<file path="src/rtl/pattern_sequencer.sv">
// pattern_sequencer: selects which of the nine test patterns (3x3 grid,
// row-major, indices 0..8) the pattern generator displays. Navigation
// pulses move a pending target index. In AUTO mode the target steps through
// all nine patterns. The displayed index only takes the target's value on
// frame_start, so a pattern never changes partway through a frame.
module pattern_sequencer #(
    parameter int FRAMES_PER_STEP = 120,
    parameter int HOLDOFF_FRAMES  = 300,
    parameter int INIT_PATTERN    = 4
) (
    input  logic       clk,
    input  logic       resetn,
    input  logic       frame_start,
    input  logic       nav_up,
    input  logic       nav_down,
    input  logic       nav_left,
    input  logic       nav_right,
    input  logic       mode_toggle,
    output logic [3:0] pattern,
    output logic       pattern_changed,
    output logic       auto_active
);

    localparam int FC_W = (FRAMES_PER_STEP > 1) ? $clog2(FRAMES_PER_STEP) : 1;
    localparam int HC_W = (HOLDOFF_FRAMES > 1) ? $clog2(HOLDOFF_FRAMES + 1) : 1;

    localparam logic [3:0]      INIT_IDX  = 4'(INIT_PATTERN);
    localparam logic [FC_W-1:0] FC_LAST   = FC_W'(FRAMES_PER_STEP - 1);
    localparam logic [HC_W-1:0] HOLD_LOAD = HC_W'(HOLDOFF_FRAMES);
    localparam logic [HC_W-1:0] HOLD_ONE  = HC_W'(1);

    typedef enum logic [1:0] {
        ST_MANUAL    = 2'd0,
        ST_AUTO      = 2'd1,
        ST_AUTO_HOLD = 2'd2
    } state_t;

    state_t          state_q, state_d;
    logic [3:0]      target_q, target_d;
    logic [3:0]      pattern_q, pattern_d;
    logic            changed_q, changed_d;
    logic [FC_W-1:0] frame_cnt_q, frame_cnt_d;
    logic [HC_W-1:0] hold_cnt_q, hold_cnt_d;

    logic            nav_any;
    logic [3:0]      nav_target;

    // Grid column of an index (0..2). Out-of-range indices are unreachable.
    function automatic logic [1:0] col_of(input logic [3:0] idx);
        case (idx)
            4'd0, 4'd3, 4'd6: col_of = 2'd0;
            4'd1, 4'd4, 4'd7: col_of = 2'd1;
            default:          col_of = 2'd2;
        endcase
    endfunction

    // Apply at most one navigation move, up > down > left > right.
    // A move that would leave the grid leaves the index unchanged.
    function automatic logic [3:0] nav_move(input logic [3:0] idx,
                                            input logic up, input logic down,
                                            input logic left, input logic right);
        nav_move = idx;
        if (up) begin
            if (idx > 4'd2) nav_move = idx - 4'd3;
        end else if (down) begin
            if (idx < 4'd6) nav_move = idx + 4'd3;
        end else if (left) begin
            if (col_of(idx) != 2'd0) nav_move = idx - 4'd1;
        end else if (right) begin
            if (col_of(idx) != 2'd2) nav_move = idx + 4'd1;
        end
    endfunction

    // Next index in the AUTO cycle, wrapping 8 back to 0.
    function automatic logic [3:0] auto_next(input logic [3:0] idx);
        auto_next = (idx == 4'd8) ? 4'd0 : idx + 4'd1;
    endfunction

    assign nav_any    = nav_up | nav_down | nav_left | nav_right;
    assign nav_target = nav_move(target_q, nav_up, nav_down, nav_left, nav_right);

    // State, target, display and counter registers; async reset to idle MANUAL.
    always_ff @(posedge clk or negedge resetn) begin
        if (!resetn) begin
            state_q     <= ST_MANUAL;
            target_q    <= INIT_IDX;
            pattern_q   <= INIT_IDX;
            changed_q   <= 1'b0;
            frame_cnt_q <= '0;
            hold_cnt_q  <= '0;
        end else begin
            state_q     <= state_d;
            target_q    <= target_d;
            pattern_q   <= pattern_d;
            changed_q   <= changed_d;
            frame_cnt_q <= frame_cnt_d;
            hold_cnt_q  <= hold_cnt_d;
        end
    end

    // Next-state logic: mode transitions, nav/auto target updates, frame commit.
    always_comb begin
        state_d     = state_q;
        target_d    = target_q;
        pattern_d   = pattern_q;
        changed_d   = 1'b0;
        frame_cnt_d = frame_cnt_q;
        hold_cnt_d  = hold_cnt_q;

        // The display always picks up the target as it stood before this
        // cycle's nav/auto update, so a same-cycle press lands next frame.
        if (frame_start) begin
            pattern_d = target_q;
            changed_d = (target_q != pattern_q);
        end

        if (nav_any) begin
            target_d = nav_target;
        end

        case (state_q)
            ST_MANUAL: begin
                frame_cnt_d = '0;
                if (mode_toggle) begin
                    if (nav_any) begin
                        state_d    = ST_AUTO_HOLD;
                        hold_cnt_d = HOLD_LOAD;
                    end else begin
                        state_d = ST_AUTO;
                    end
                end
            end

            ST_AUTO: begin
                if (mode_toggle) begin
                    state_d     = ST_MANUAL;
                    hold_cnt_d  = '0;
                    frame_cnt_d = '0;
                end else if (nav_any) begin
                    // A press pauses stepping; any step due this cycle is dropped.
                    state_d     = ST_AUTO_HOLD;
                    hold_cnt_d  = HOLD_LOAD;
                    frame_cnt_d = '0;
                end else if (frame_start) begin
                    if (frame_cnt_q == FC_LAST) begin
                        frame_cnt_d = '0;
                        target_d    = auto_next(target_q);
                    end else begin
                        frame_cnt_d = frame_cnt_q + 1'b1;
                    end
                end
            end

            ST_AUTO_HOLD: begin
                if (mode_toggle) begin
                    state_d     = ST_MANUAL;
                    hold_cnt_d  = '0;
                    frame_cnt_d = '0;
                end else if (nav_any) begin
                    hold_cnt_d = HOLD_LOAD;
                end else if (frame_start) begin
                    hold_cnt_d = hold_cnt_q - 1'b1;
                    if (hold_cnt_q == HOLD_ONE) begin
                        state_d     = ST_AUTO;
                        frame_cnt_d = '0;
                    end
                end
            end

            default: begin
                state_d     = ST_MANUAL;
                frame_cnt_d = '0;
                hold_cnt_d  = '0;
            end
        endcase
    end

    assign pattern         = pattern_q;
    assign pattern_changed = changed_q;
    assign auto_active     = (state_q != ST_MANUAL);

endmodule

</file>
<file path="config.mk">
export PLATFORM = sky130hd
export DESIGN_NAME = pattern_sequencer
export DESIGN_NICKNAME = d
export VERILOG_FILES = /design/src/rtl/pattern_sequencer.sv
export SDC_FILE = /design/constraint.sdc
export NUM_CORES = 1
export LEC_CHECK = 0
export BUFFER_PORTS_ARGS = -buffer_cell sky130_fd_sc_hd__clkbuf_2
export CAP_MARGIN = 25
export CORE_ASPECT_RATIO = 0.75
export CORE_MARGIN = 4
export CORE_UTILIZATION = 55
export DETAILED_ROUTE_END_ITERATION = 7
export PLACE_DENSITY = 0.74
export SETUP_SLACK_MARGIN = 0.1
export SYNTH_ARGS = -nofsm -noshare
export SYNTH_HDL_FRONTEND = slang
export SYNTH_SLANG_ARGS = --single-unit
</file>
<file path="constraint.sdc">
create_clock -name clk -period 2.48 [get_ports clk]
set_input_delay 0.124 -clock clk [delete_from_list [all_inputs] [get_ports clk]]
set_output_delay 0.124 -clock clk [all_outputs]
set_load 0.01 [all_outputs]
</file>
# [Word level (Yosys, flattened, before mapping)]
# Index checks and enable logic that the tools add are counted.
[totals] reg_bits=27 latchBits=0 ram_bits=0 rom_bits=0 input_bits=8 out_inout_bits=6 n_memories=0
[op_classes] n_addsub=6 multipliers=0 div=0 magnitude_cmp=2 n_eq_ne=19 shift=0 n_mux=49 bitwise=3 n_reduce_logical=9
[op_table] operator="$mux W4" n=15
[op_table] operator="$mux W7" n=8
[op_table] operator="$mux W9" n=6
[op_table] operator="$mux W2" n=15
[op_table] operator="$pmux W9 S3" n=1
[op_table] operator="$pmux W7 S2" n=1
[op_table] operator="$eq A4 B3 Y1 const B" n=3
[op_table] operator="$ne A3 B3 Y1 const B" n=4
[op_table] operator="$eq A9 B1 Y1 const B" n=1
[op_table] operator="$sub A9 B1 Y9 const B" n=1
[op_table] operator="$ne A4 B4 Y1 const B" n=2
[op_table] operator="$add A7 B1 Y7 const B" n=1
[op_table] operator="$eq A7 B7 Y1 const B" n=1
[op_table] operator="$pmux W2 S3" n=1
[op_table] operator="$reduce_or A3 Y1" n=2
[op_table] operator="$reduce_and A5 Y1" n=1
[op_table] operator="$add A4 B1 Y4 const B" n=1
[op_table] operator="$add A4 B2 Y4 const B" n=1
[op_table] operator="$eq A4 B1 Y1 const B" n=1
[op_table] operator="$eq A4 B2 Y1 const B" n=1
[op_table] operator="$eq A4 B4 Y1 const B" n=1
[op_table] operator="$gt A4 B2 Y1 const B" n=1
[op_table] operator="$logic_not A4 Y1" n=1
[op_table] operator="$lt A4 B3 Y1 const B" n=1
[op_table] operator="other kinds (13)" n=17

# [Longest topological paths before layout]
# Gate-level depths: netlist of run 1.
[logic_depth] depth_word=19 ltp_mapped=8 ltp_nobuf=7

# [Least setup slack after synthesis of run 1]
# Ideal clock, no wire load.
[synth_timing] path_type="reg-to-reg" from="register target_q[0]" to="register target_q[0]" setup_ps=128 arrival_ps=2221 t_required_ps=2352 setup_slack_ps=131 path_stages_with_launch=8 n_path_buf=1 period_less_slack_ps=2349 cell_sequence="dfrtp_1 > buf_1 > inv_1 > ha_1 > a2111oi_0 > and3b_1 > nor4_2 > mux2_1"
[synth_between] elab_chain_cells=19 elab_cells_between_ends=40
[synth_lines] element="from (decl)" line="39" text="logic [3:0] target_q, target_d;"
[synth_lines] element="from (signal assigned)" line="93" text="target_q <= target_d;"
[synth_lines] element="$eq A4 B1 Y1 (tied with other cells)" line="50" text="case (idx)"
[synth_lines] element="$reduce_or A3 Y1" line="50"
[synth_lines] element="$pmux W2 S2" line="50"
[synth_lines] element="$mux W2" line="69" text="end else if (right) begin"
[synth_lines] element="$mux W2" line="67" text="end else if (left) begin"
[synth_lines] element="$mux W2" line="65" text="end else if (down) begin"
[synth_lines] element="$mux W2" line="63" text="if (up) begin"
[synth_lines] element="$ne A2 B2 Y1" line="70" text="if (col_of(idx) != 2'd2) nav_move = idx + 4'd1;"
[synth_lines] element="[4 not listed]"
[synth_lines] element="$mux W4" line="63"
[synth_lines] element="$mux W4" line="117" text="if (nav_any) begin"
[synth_lines] element="$mux W4" line="145" text="if (frame_cnt_q == FC_LAST) begin"
[synth_lines] element="$mux W4" line="144" text="end else if (frame_start) begin"
[synth_lines] element="$mux W4" line="139" text="end else if (nav_any) begin"
[synth_lines] element="$mux W4" line="135" text="if (mode_toggle) begin"
[synth_lines] element="$mux W4 *" line="121" text="case (state_q)"
[synth_lines] element="via target_d[0]" line="39"
# Mark *: on every way through the listed nets, which the timed path passes. The rest lies on a longest branch. The select of a mux whose other input is x is not followed.
# A chain may end at the register's enable or synchronous reset.

# [Worst setup path in the final report of run 1]
[layout_timing] from="register target_q[1]" to="register target_q[0]"
# The elaborated chain is that of the path after synthesis.

==> results of run 1 <==
[layout make-up]
class	count	area [sq um]
multi-input cells	210	1350
flip-flops and latches	27	678
well taps	52	65.1
clock buffers	3	41.3
inverters	8	30.0
clock inverters	1	5.00
repair buffers	20	120
fillers	330	1420
[state kept, by name (all words and copies together), names as in the netlist]
name	cells
target_q	4
pattern_changed	1
pattern	4
state_q	2
hold_cnt_q	9
frame_cnt_q	7
[routing by layer]
metal  vias up  wire length, um
met5         -                0
met4         0               19
li1        983                -
met3         2              303
met1       923             2510
met2        60             2080
[where the power goes]
part           internal [W]  switching [W]
clock              0.000113       0.000138
sequential         0.000542       0.000102
combinational      0.000423       0.000569
[worst max-delay path by stage]
stage	from	to	slack, ns	cells after the start
6_report	target_q[1]$_DFF_PN0_	target_q[0]$_DFF_PN0_	0.27	7
5_1_grt	target_q[1]$_DFF_PN0_	target_q[0]$_DFF_PN0_	0.11	7
4_1_cts	target_q[1]$_DFF_PN0_	target_q[0]$_DFF_PN0_	0.23	7
3_5_place_dp	target_q[1]$_DFF_PN0_	target_q[0]$_DFF_PN0_	0.24	7
3_3_place_gp	target_q[0]$_DFF_PN0_	target_q[0]$_DFF_PN0_	0.32	6
2_1_floorplan	target_q[0]$_DFF_PN0_	target_q[0]$_DFF_PN0_	0.13	7
[through the flow]
step / worst slack, ns / power (W) / instances
2_1_floorplan: 0.131 / 0.00136 / 262
3_3_place_gp: 0.323 / 0.00162 / 316
3_5_place_dp: 0.243 / 0.00162 / 316
4_1_cts: 0.235 / 0.00189 / 321
5_1_grt: 0.114 / 0.00205 / 321
6_report: 0.271 / 0.00189 / 321
[placed cells by master, fill, tap and decap left out, types with 4 or more instances in the layout]
| cell | count |
|---|---|
| inv_1 | 8 |
| nor2_1 | 18 |
| clkbuf_2 | 13 |
| xor2_1 | 6 |
| nand3_1 | 5 |
| mux2_2 | 4 |
| nand4_1 | 6 |
| nand3b_1 | 4 |
| and3_1 | 4 |
| o21ai_0 | 26 |
| ha_1 | 7 |
| nor3b_1 | 4 |
| dfrtp_1 | 25 |
| nand2_1 | 32 |
| buf_4 | 6 |
| a21oi_1 | 20 |
| nor2b_1 | 7 |
| nor3_1 | 8 |
| o31ai_1 | 5 |
[repair_timing]
item                                    CTS  global route
hold endpoints to repair                 25             0
resized for setup                         0             1
hold buffers                              1             0
endpoints found under the setup margin    0             1
[worst min-delay path, delay by kind of cell]
| kind | cells | cell delay, ns |
|---|---|---|
| AND/OR/NAND/NOR | 1 | 0.10 |
| buffers and inverters | 1 | 0.20 |
| AO/OA/AOI/OAI | 1 | 0.05 |
[logic make-up (layout without fill, tap and decap cells)]
kind of cell             count (synthesis)  in the layout
AND/OR/NAND/NOR                        112            112
AO/OA/AOI/OAI                           76             76
flip-flops                              27             27
buffers and inverters                   25             32
multiplexers                             8              8
adder cells (fa/ha/maj)                  7              7
XOR/XNOR                                 7              7
==> impl_metrics.py, run 1 <==
metrics = {
    "route": {
        "drtPass1Iterations": 4,
        "routedWlPerCell_um": 15.3,
        "drt_wl_total_mm": 4.91,
        "drt-initial-drc-count": 173,
        "num_vias": 1968,
        "ant_nets": 0,
        "via_per_inst": 6.13,
        "drc": 0,
    },
    "worst_setup_path": {
        "slowest_delay_ns": 0.37,
        "cp_max_fo": 5,
        "criticalPathCategory": "reg2reg",
        "start_kind": "flip-flop",
        "endpoint_kind": "flip-flop",
        "crit_buf_inv": 1,
        "cpMaxStageDelayCell": "dfrtp_1",
        "ff2ff_path_depth": 7,
        "r2r_end": "target_q[0]$_DFF_PN0_",
        "arrival_ns": 2.37,
        "regToRegStartpoint": "target_q[1]$_DFF_PN0_",
        "crit_chain": "inv_1 -> ha_1 -> or3_1 -> or2_1 -> and4_1 -> nor4_2 -> mux2_1",
        "rrSetupSlack_ns": 0.27,
        "path_delay_family": "simple AND/OR/NAND/NOR gates",
        "crit_required_ns": 2.64,
    },
    "timing": {
        "worst_hold_slack_ns": 0.211,
        "finalCriticalPeriod_ns": 2.21,
        "worst_pin_slew_ns": 0.687,
        "hold_violations": 0,
        "maxSlewHeadroom": 0.542,
        "fmax_ghz": 0.453,
        "fin_skew_ns": 0.00401,
        "timing.final.crit_share": 0.891,
        "finalMaxSlewViolations": 0,
        "rsz0062_at_grt": "false",
        "fin_tns_setup_ns": 0,
        "setup_violations": 0,
    },
    "global_route": {
        "globalRouteOverflowTotal": 0,
        "grt_max_degree": 28,
        "antenna_found_initial": 0,
        "grt_pass1_vias": 1724,
        "grt_most_used_layer": "met1",
        "grt_usage": 0.214,
        "use_met1": 0.335,
        "grt_use_met3": 0.0403,
        "grt_pass1_wl_mm": 8.31,
        "gr-usage-met2": 0.313,
    },
    "synth": {
        "yosysMostFrequentCell": "nand2_1",
        "synth_mux_area_frac": 0.0404,
        "yosys.area.top_type": "dfrtp_1",
        "synthCells": 262,
        "ys_top_cells_by_count": "nand2_1 (32), o21ai_0 (26), dfrtp_1 (25)",
        "ys_warn_count": 0,
        "yosys.area.top_type_share": 0.293,
        "synthSimpleGateAreaFrac": 0.291,
        "synthesis.area_sq_um": 2130,
        "avgSynthCellArea_sq_um": 8.15,
        "synth-compound-area-share": 0.229,
        "synthXorXnorAreaFrac": 0.0287,
        "synth_edf_count": 0,
        "async_flop_share": 1.00,
        "synth.distinct_cells": 59,
        "yosysSeqAreaShare": 0.318,
        "yosys.area_share.adder": 0.0410,
        "synth_area_leaders": "dfrtp_1 (29%), o21ai_0 (6.1%), nand2_1 (5.6%), a21oi_1 (4.7%), ha_1 (4.1%)",
        "synth_top_family_by_area": "simple AND/OR/NAND/NOR gates",
        "ys_seq_elements": 27,
        "synthFlopType": "dfrtp_1",
        "synth.net_count": 277,
    },
    "cts": {
        "clock-root-buffer": "clkbuf_8",
        "cts_num_sinks": 27,
        "cts_buffer_depth": 2,
        "cts_tree": "yes",
        "path_clk_slew_ns": 0.09,
        "htreeDepth": 1,
        "numCtsBuffers": 3,
        "clk_latency_ns": 0.27,
        "cts_setup_buffers": 0,
    },
    "finish": {
        "final_area_sq_um": 2290,
        "fin_nets": 285,
        "synthToLayoutAreaGrowth_pct": 7.09,
        "diodes": 0,
        "drive_gt1_frac": 0.141,
        "fin_util": 0.616,
    },
    "pwr": {
        "p_per_area_nw_per_um2": 826,
        "peakVddDrop_mv": 0.589,
        "power.leakage_nw": 0.938,
    },
    "placement": {
        "gp_congestion": 0.870,
        "placed_area_sq_um": 2230,
        "io_buffers": 13,
        "dpl.hpwl_mm": 3.42,
    },
    "flow_run": {
        "drv_cap": 0,
    },
    "floorplan": {
        "dieHeight_um": 62.0,
        "pin_count": 14,
        "rows": 19,
        "die-area_sq_um": 4950,
        "core_sq_um": 3710,
        "die_w_um": 79.9,
        "initial_utilization": 0.576,
    },
    "worst_hold_path": {
        "min_to": "target_q[2]$_DFF_PN1_",
        "holdPathStages": 3,
        "min_from": "nav_up",
        "hp-class": "in2reg",
    },
    "outcome": {
        "outcome": "complete, no violations",
    },
}
Note: power is estimated with default switching activity, not from simulation.
==> run 2: changes to the inputs <==
Settings changed: CORE_UTILIZATION 55 to 57, CTS_BUF_LIST set to sky130_fd_sc_hd__clkbuf_4 sky130_fd_sc_hd__clkbuf_8, PLACE_DENSITY 0.74 to 0.77.
Clock period 2.48 ns to 1.8 ns, I/O delays scaled along.
==> run 2 against run 1 <==
The run now ends with setup timing left. Final cell count rose by 18%. Worst setup slack got worse by 0.54 ns. Hold slack improved by 0.034 ns. Clock power rose by 51%. Critical path depth did not move. Wire length rose by 80%. Register-to-register slack got worse by 0.54 ns. Sequential cell count did not move. Clock-buffer cell count did not move. First-iteration DRC count rose by 94%. Sequential share of layout area fell by 7.6 points. Global-route usage rose by 8.1 points. Largest cell class unchanged. Largest power group unchanged.
==> impl_metrics.py, run 2 (synthesis gave the netlist of run 1 again) <==
metrics = {
    "worst_setup_path": {
        "regToRegStartpoint": "target_q[1]$_DFF_PN0_",
        "criticalPathCategory": "reg2reg",
        "endpoint_kind": "flip-flop",
        "crit_chain": "inv_4 -> ha_4 -> or3_4 -> or2_4 -> and4_1 -> nor4_2 -> mux2_1",
        "arrival_ns": 2.25,
        "cp_max_fo": 4,
        "crit_required_ns": 1.98,
        "r2r_end": "target_q[0]$_DFF_PN0_",
        "crit_buf_inv": 1,
        "path_delay_family": "simple AND/OR/NAND/NOR gates",
        "ff2ff_path_depth": 7,
        "rrSetupSlack_ns": -0.27,
        "start_kind": "flip-flop",
        "cpMaxStageDelayCell": "dfrtp_2",
        "slowest_delay_ns": 0.44,
    },
    "placement": {
        "gp_congestion": 1.03,
        "placed_cells": 359,
        "io_buffers": 13,
        "place_ws_ns": -0.215,
        "placed_area_sq_um": 2630,
        "dpl.hpwl_mm": 4.50,
    },
    "timing": {
        "finalMaxSlewViolations": 0,
        "maxSlewHeadroom": 0.507,
        "finalCriticalPeriod_ns": 2.07,
        "timing.final.crit_share": 1.15,
        "rsz0062_at_grt": "true",
        "setup_violations": 7,
        "worst_pin_slew_ns": 0.739,
        "hold_violations": 0,
        "fin_skew_ns": 0.0103,
        "fmax_ghz": 0.483,
        "setup_slack_ns": -0.269,
    },
    "cts": {
        "path_clk_slew_ns": 0.11,
        "htreeDepth": 1,
        "cts_buffer_depth": 2,
        "numCtsBuffers": 3,
        "cts_num_sinks": 27,
        "clock-root-buffer": "clkbuf_8",
        "clk_latency_ns": 0.29,
        "cts_tree": "yes",
    },
    "worst_hold_path": {
        "min_from": "frame_start",
        "hp-class": "in2reg",
        "holdPathStages": 2,
        "min_to": "frame_cnt_q[2]$_DFFE_PN0P_",
    },
    "finish": {
        "drive_gt1_frac": 0.445,
        "final_common_cell": "buf_4",
        "largest_reg_flops": 9,
        "final_cell_mix": "buf_4 (58), nand2_1 (31), dfrtp_1 (23), a21oi_1 (17), o21ai_0 (16)",
        "final_cells": 380,
        "synthToLayoutAreaGrowth_pct": 44.7,
        "diodes": 0,
        "fin_nets": 346,
        "final_area_sq_um": 3090,
        "largest-register": "hold_cnt_q",
        "largestRegisters": "hold_cnt_q: 9 flops, frame_cnt_q: 7 flops",
    },
    "route": {
        "drtPass1Iterations": 6,
        "drt_wl_total_mm": 8.85,
        "num_vias": 2708,
        "drc": 0,
        "routedWlPerCell_um": 23.3,
        "via_per_inst": 7.13,
        "ant_nets": 0,
        "drt-initial-drc-count": 336,
    },
    "flow_run": {
        "drv_cap": 0,
    },
    "outcome": {
        "violations": "setup timing",
        "outcome": "finished with violations",
    },
    "global_route": {
        "grt_max_degree": 28,
        "grt_usage": 0.295,
        "globalRouteOverflowTotal": 0,
        "grt_pass1_wl_mm": 11.0,
        "grt_pass1_vias": 2237,
        "antenna_found_initial": 0,
    },
    "floorplan": {
        "pin_count": 14,
        "rows": 18,
        "die-area_sq_um": 4800,
        "dieHeight_um": 61.0,
        "initial_utilization": 0.619,
        "die_w_um": 78.7,
        "core_sq_um": 3450,
    },
    "pwr": {
        "p_per_area_nw_per_um2": 1210,
        "peakVddDrop_mv": 1.08,
        "power.leakage_nw": 1.31,
    },
}
==> run 2: worst max path at each step <==
stage          cells past startpoint                    end                   from  slack, ns
2_1_floorplan                      7  target_q[0]$_DFF_PN0_  target_q[0]$_DFF_PN0_      -0.16
3_3_place_gp                       6  target_q[0]$_DFF_PN0_  target_q[0]$_DFF_PN0_      -0.15
3_5_place_dp                       6  target_q[0]$_DFF_PN0_  target_q[0]$_DFF_PN0_      -0.22
4_1_cts                            7  target_q[0]$_DFF_PN0_  target_q[1]$_DFF_PN0_      -0.21
5_1_grt                            7  target_q[0]$_DFF_PN0_  target_q[1]$_DFF_PN0_      -0.33
6_report                           7  target_q[0]$_DFF_PN0_  target_q[1]$_DFF_PN0_      -0.27
==> run 2: final cells by class <==
cell class,instances,area [sq um]
Fill cell,162,358
Inverter,8,32.5
Multi-Input combinational cell,210,1650
Timing Repair Buffer,81,618
Tap cell,50,62.6
Clock inverter,1,5.00
Clock buffer,3,41.3
Sequential cell,27,681
==> run 2: metrics by stage <==
| step | TNS [ns] | utilization | hold WS, ns | total power (W) |
|---|---|---|---|---|
| after CTS | -0.347 | 0.816 | 0.204 | 0.00319 |
| final | -0.623 | 0.896 | 0.245 | 0.00374 |
| after detailed placement | -0.399 | 0.764 | 0.172 | 0.00268 |
| after global routing | -1.22 | 0.896 | 0.262 | 0.00387 |
| after global placement | -0.214 | 0.764 | 0.177 | 0.00262 |
| after floorplan | -0.163 | - | -0.206 | 0.00203 |
==> run 2: where the power goes <==
| part | total, W | leakage [nW] | internal, W | switching, W |
|---|---|---|---|---|
| combinational | 0.00243 | 0.940 | 0.00112 | 0.00130 |
| sequential | 0.000931 | 0.340 | 0.000753 | 0.000178 |
| clock | 0.000380 | 0.0255 | 0.000156 | 0.000224 |
| total | 0.00374 | 1.31 | 0.00203 | 0.00171 |
==> run 2: what timing repair did <==
item	CTS	global route
hold buffers	1	0
pin swaps	12	19
resized for setup	17	58
setup endpoints to repair	10	16
hold endpoints to repair	25	0
buffers inserted	8	10
==> run 2: per-layer routing <==
metal / up-vias / track usage / wire (um)
li1: 1104 / - / -
met3: 96 / 0.0653 / 1120
met5: - / 0 / 0
met1: 1233 / 0.398 / 3250
met2: 275 / 0.481 / 3830
met4: 0 / 0.0923 / 652
